--- src/rtl/mux_arb_pkg.sv ---
// Shared definitions for the 4-requester round-robin mux arbiter.
// Contents:
//   state_t  - arbiter FSM states (IDLE, BUSY)
//   NUM_REQ  - number of requesters sharing the mux
//   SEL_W    - width of the mux select / requester index
//   rr_pick  - round-robin pick: first set request bit scanning from ptr upward, modulo NUM_REQ
package mux_arb_pkg;

  localparam int NUM_REQ = 4;
  localparam int SEL_W   = 2;

  typedef enum logic {
    IDLE = 1'b0,
    BUSY = 1'b1
  } state_t;

  // Scans offsets from high to low so that the lowest offset from ptr wins.
  // The index arithmetic wraps naturally in SEL_W bits, giving the 3->0 wrap.
  // Returns ptr when req is all zero; callers only use it when req != 0.
  function automatic logic [SEL_W-1:0] rr_pick(input logic [NUM_REQ-1:0] req,
                                               input logic [SEL_W-1:0]   ptr);
    logic [SEL_W-1:0] idx;
    rr_pick = ptr;
    for (int i = NUM_REQ - 1; i >= 0; i--) begin
      idx = ptr + SEL_W'(i);
      if (req[idx]) rr_pick = idx;
    end
  endfunction

endpackage

--- src/rtl/mux41_bus.sv ---
// DW-wide 4:1 data mux, purely combinational.
// Ports:
//   sel   - lane select (2 bits)
//   lanes - packed input lanes; lane i is lanes[i*DW +: DW]
//   out   - selected lane
module mux41_bus
  import mux_arb_pkg::*;
#(
  parameter int DW = 8
) (
  input  logic [SEL_W-1:0]      sel,
  input  logic [NUM_REQ*DW-1:0] lanes,
  output logic [DW-1:0]         out
);

  always_comb begin
    // NOTE: a default assignment ahead of the case keeps every path driven, so no latch is inferred.
    out = lanes[0 +: DW];
    case (sel)
      2'd1:    out = lanes[1*DW +: DW];
      2'd2:    out = lanes[2*DW +: DW];
      2'd3:    out = lanes[3*DW +: DW];
      default: out = lanes[0 +: DW];
    endcase
  end

endmodule

--- src/rtl/mux4_rr_arbiter.sv ---
// Round-robin arbiter that shares one 4:1 data mux between four requesters
// in front of a single valid/ready consumer. A grant is held for up to
// MAX_HOLD accepted beats or until the granted requester drops req; each
// release is followed by one idle bubble cycle and priority rotates to sel+1.
// Ports:
//   clk       - system clock, rising edge
//   rst_n     - asynchronous active-low reset
//   req       - per-requester request, held high while the requester has data
//   in_data   - packed lanes, lane i is in_data[i*DW +: DW]
//   out_ready - consumer accepts a beat this cycle
//   out_valid - out_data carries a valid beat
//   out_data  - data of the granted lane
//   out_src   - index of the granted lane (mux select)
//   gnt       - one-hot grant, zero when idle
module mux4_rr_arbiter
  import mux_arb_pkg::*;
#(
  parameter int DW       = 8,
  parameter int MAX_HOLD = 4
) (
  input  logic                  clk,
  input  logic                  rst_n,
  input  logic [NUM_REQ-1:0]    req,
  input  logic [NUM_REQ*DW-1:0] in_data,
  input  logic                  out_ready,
  output logic                  out_valid,
  output logic [DW-1:0]         out_data,
  output logic [SEL_W-1:0]      out_src,
  output logic [NUM_REQ-1:0]    gnt
);

  localparam int CNT_W = $clog2(MAX_HOLD) + 1;

  state_t           state;
  logic [SEL_W-1:0] sel;
  logic [SEL_W-1:0] ptr;
  logic [CNT_W-1:0] cnt;
  logic             xfer;
  logic             last_beat;
  logic             release_now;

  // out_valid follows req[sel] combinationally so a dropped request withdraws
  // the beat in the same cycle; the select itself is only ever a register.
  assign out_valid   = (state == BUSY) && req[sel];
  assign xfer        = out_valid && out_ready;
  assign last_beat   = (cnt == CNT_W'(MAX_HOLD - 1));
  assign release_now = !req[sel] || (xfer && last_beat);
  assign out_src     = sel;

  mux41_bus #(
    .DW(DW)
  ) u_mux (
    .sel  (sel),
    .lanes(in_data),
    .out  (out_data)
  );

  // NOTE: all state updates use non-blocking assignments so every register samples pre-edge values.
  always_ff @(posedge clk or negedge rst_n) begin
    if (!rst_n) begin
      state <= IDLE;
      sel   <= '0;
      ptr   <= '0;
      cnt   <= '0;
      gnt   <= '0;
    end else begin
      case (state)
        IDLE: begin
          if (|req) begin
            sel   <= rr_pick(req, ptr);
            gnt   <= NUM_REQ'(1) << rr_pick(req, ptr);
            cnt   <= '0;
            state <= BUSY;
          end
        end
        BUSY: begin
          if (release_now) begin
            ptr   <= sel + SEL_W'(1);
            cnt   <= '0;
            gnt   <= '0;
            state <= IDLE;
          end else if (xfer) begin
            cnt <= cnt + CNT_W'(1);
          end
        end
        default: state <= IDLE;
      endcase
    end
  end

endmodule

--- config.mk ---
export PLATFORM = sky130hd
export DESIGN_NAME = mux4_rr_arbiter
export DESIGN_NICKNAME = d
export VERILOG_FILES = /design/src/rtl/mux_arb_pkg.sv /design/src/rtl/mux41_bus.sv /design/src/rtl/mux4_rr_arbiter.sv
export SDC_FILE = /design/constraint.sdc
export NUM_CORES = 1
export LEC_CHECK = 0
export CAP_MARGIN = 20
export CELL_PAD_IN_SITES_DETAIL_PLACEMENT = 1
export CELL_PAD_IN_SITES_GLOBAL_PLACEMENT = 1
export CORE_AREA = 3 3 66 68
export CTS_CLUSTER_DIAMETER = 100
export DETAILED_ROUTE_END_ITERATION = 10
export DIE_AREA = 0 0 69 71
export HOLD_SLACK_MARGIN = 0.05
export PLACE_DENSITY_LB_ADDON = 0.1
export RECOVER_POWER = 25
export SLEW_MARGIN = 20
export SYNTH_ARGS = -nofsm -noshare
export SYNTH_HDL_FRONTEND = slang
export SYNTH_SLANG_ARGS = --single-unit
--- constraint.sdc ---
create_clock -name clk -period 1.5 [get_ports clk]
set_input_delay 0.15 -clock clk [delete_from_list [all_inputs] [get_ports clk]]
set_output_delay 0.15 -clock clk [all_outputs]
set_load 0.01 [all_outputs]
==> impl_metrics.ini <==
[cts]
cts_buffer_depth = 2
clock-sinks = 12
cts-root-buf = clkbuf_8
numCtsBuffers = 3
cts_tree = built
ctsHoldBuffers = 0
htree_levels = 1
cts.reportedPaths.clkPinSlew_ns = 0.05
clock_latency_ns = 0.24

[yosys]
synthTopCellsByArea = dfrtp_1 (33%), a222oi_1 (8.8%), mux2i_1 (8.8%)
synth_top_area_share = 0.331
synth.yosys.seq_area_share = 0.331
synth.yosys.warnings = 0
synth.most_common_cell = inv_1
syn_nets = 136
async_flop_share = 1.00
syn_area_um2 = 907
synth_edf_count = 0
synthDistinctLibCells = 30
syn_area_per_cell_um2 = 9.97
ys_ff_latch = 12
syn_inst = 91
yosys.area.top_type = dfrtp_1
synth_commonest_cells = inv_1 (13), dfrtp_1 (12), a222oi_1 (8), mux2i_1 (8), ha_1 (6)
synth_ff_type = dfrtp_1

[finish]
drive_gt1_frac = 0.345
nets = 211
area_growth_pct = 97.9
diodes = 0
nFillCells = 455
final_cell_area_um2 = 1800

[run_status]
violations = setup timing
status = finished with violations

[die]
ioPinCount = 54
die_h_um = 71
core_um2 = 3910
fp.dieW_um = 69
rows = 23
start_util = 0.232
die_area_um2 = 4900

[timing]
setup_slack_ns = -0.332
worst_slew_pin_slew_ns = 0.549
hold_viol = 0
period_minus_slack_ns = 1.83
fin_skew_ns = 0.00275
max_freq_mhz = 546
finalCritPeriodShare = 1.22
rsz0062_at_grt = yes
fin_tns_setup_ns = -4.75
setup_viol = 19
slew_viol_final = 0
maxSlewHeadroom = 0.633

[place]
place_ws_ns = -0.440
numPortBuffers = 53
dpl_cell_area_um2 = 1630
globalplace.congestion = 0.770
place_hpwl_um = 2730

[routing]
drc = 0
viasPerCell = 4.81
wl_um = 3480
num_vias = 1034
routedWlPerCell_um = 16.2
first_iter_violations = 72
final_antenna_net_count = 0
dr.pass1.iters = 5

[job]
cap_violations = 0

[worst_setup_path]
path_cells = buf_4 -> mux4_2 -> buf_6 -> a21boi_4 -> mux2_4
critPathMaxStageDelay_ns = 0.54
setup.worst_path.start_class = flip-flop
path_class = reg2reg
crit_fanout = 4
crit_arrival_ns = 1.96
endpoint_kind = flip-flop
worst_ep_required_time_ns = 1.63
crit_slowest_cell = mux4_2

[grt]
first_global_vias = 1104
overflow = 0
antenna_found_initial = 0
grt_start_max_net_pins = 13
grt_usage = 0.144
grt_pass1_wl_um = 5710

[power]
ir_drop_mv = 0.876
power.leakage_uw = 0.000797
powerDensity_nw_per_um2 = 1790

[worst_hold_path]
min_path_type = in2async
## layout make-up
type / instances / area, um^2 / area share
timing repair buffer: 73 / 664 / 0.370
clock buffer: 4 / 55.1 / 0.0307
inverter: 13 / 51.3 / 0.0286
sequential: 12 / 303 / 0.169
multi-input combinational: 63 / 659 / 0.367
tap: 50 / 62.6 / 0.0348
## cells in the final DEF (no fill, tap or decap), types with 3 or more instances in the layout
cell type,Yosys,routed
ha_4,0,4
nor2_1,5,4
buf_6,0,7
inv_1,13,12
a222oi_1,8,8
clkdlybuf4s50_1,0,41
dfrtp_1,12,10
clkbuf_8,0,4
a22o_1,3,3
mux2i_1,8,8
buf_2,0,9
buf_4,0,13
o31ai_1,3,3
nor2b_1,4,3
## kinds of logic (layout without fill, tap and decap cells)
family          count (synthesis)  in the layout  share of synthesized area
flops                          12             12                      0.331
mux                            12             12                      0.150
buf+inv                        16             90                     0.0662
fa+ha+maj                       6              6                     0.0828
simple gates                   20             20                      0.124
compound gates                 25             25                      0.246
## stage by stage
stage	hold WS (ns)	power, uW	cells	util
6_report	0.331	3210	215	0.459
5_1_grt	0.361	3470	215	0.459
4_1_cts	0.273	3130	214	0.442
3_5_place_dp	0.482	2730	208	0.418
3_3_place_gp	0.483	2680	208	0.418
2_1_floorplan	-0.146	1590	91	-
## where the power goes
part	internal [uW]	switching [uW]	total, uW	leakage [uW]
combinational	1240	992	2230	0.000618
clock	232	123	355	0.0000288
sequential	465	159	624	0.000150
total	1930	1270	3210	0.000797
## registers in the layout, summed over array words and instances (netlist names)
| name | count |
|---|---|
| gnt | 4 |
| state | 1 |
| out_src | 2 |
| cnt | 3 |
| ptr | 2 |
## critical path, delay by kind of cell, from the launching register on
| family | cells | cell delay, ns |
|---|---|---|
| DFF | 1 | 0.37 |
| muxes | 2 | 0.86 |
| buffers and inverters | 2 | 0.26 |
| AOI/OAI and AO/OA | 1 | 0.22 |
## worst paths after layout
path | from | slack (ns) | cells after the start | to
min in group clk | gnt[0] | 0.49 | 1 | gnt[0]
hold reg to reg | gnt[0] | 0.49 | 1 | gnt[0]
setup / recovery | out_src[0] | -0.33 | 5 | ptr[1]
hold / removal | rst_n | 0.33 | 1 | cnt[0]
setup reg to reg | out_src[0] | -0.33 | 5 | ptr[1]
max in group asynchronous | rst_n | 0.77 | 1 | out_src[1]
## metal layers
| metal | global-route usage | vias up | wire length, um |
|---|---|---|---|
| met2 | 0.251 | 25 | 1850 |
| met4 | 0.0456 | 0 | 42 |
| met3 | 0.0241 | 4 | 88 |
| met1 | 0.182 | 510 | 1500 |
| li1 | - | 495 | - |
| met5 | 0 | - | 0 |
## what timing repair did
action,in CTS,in global routing
gates resized for setup,56,14
hold endpoints to repair,0,0
endpoints found under the setup margin,21,22
setup buffers,3,1
pin swaps,7,9
No activity file was read; power rests on OpenSTA's default activity.
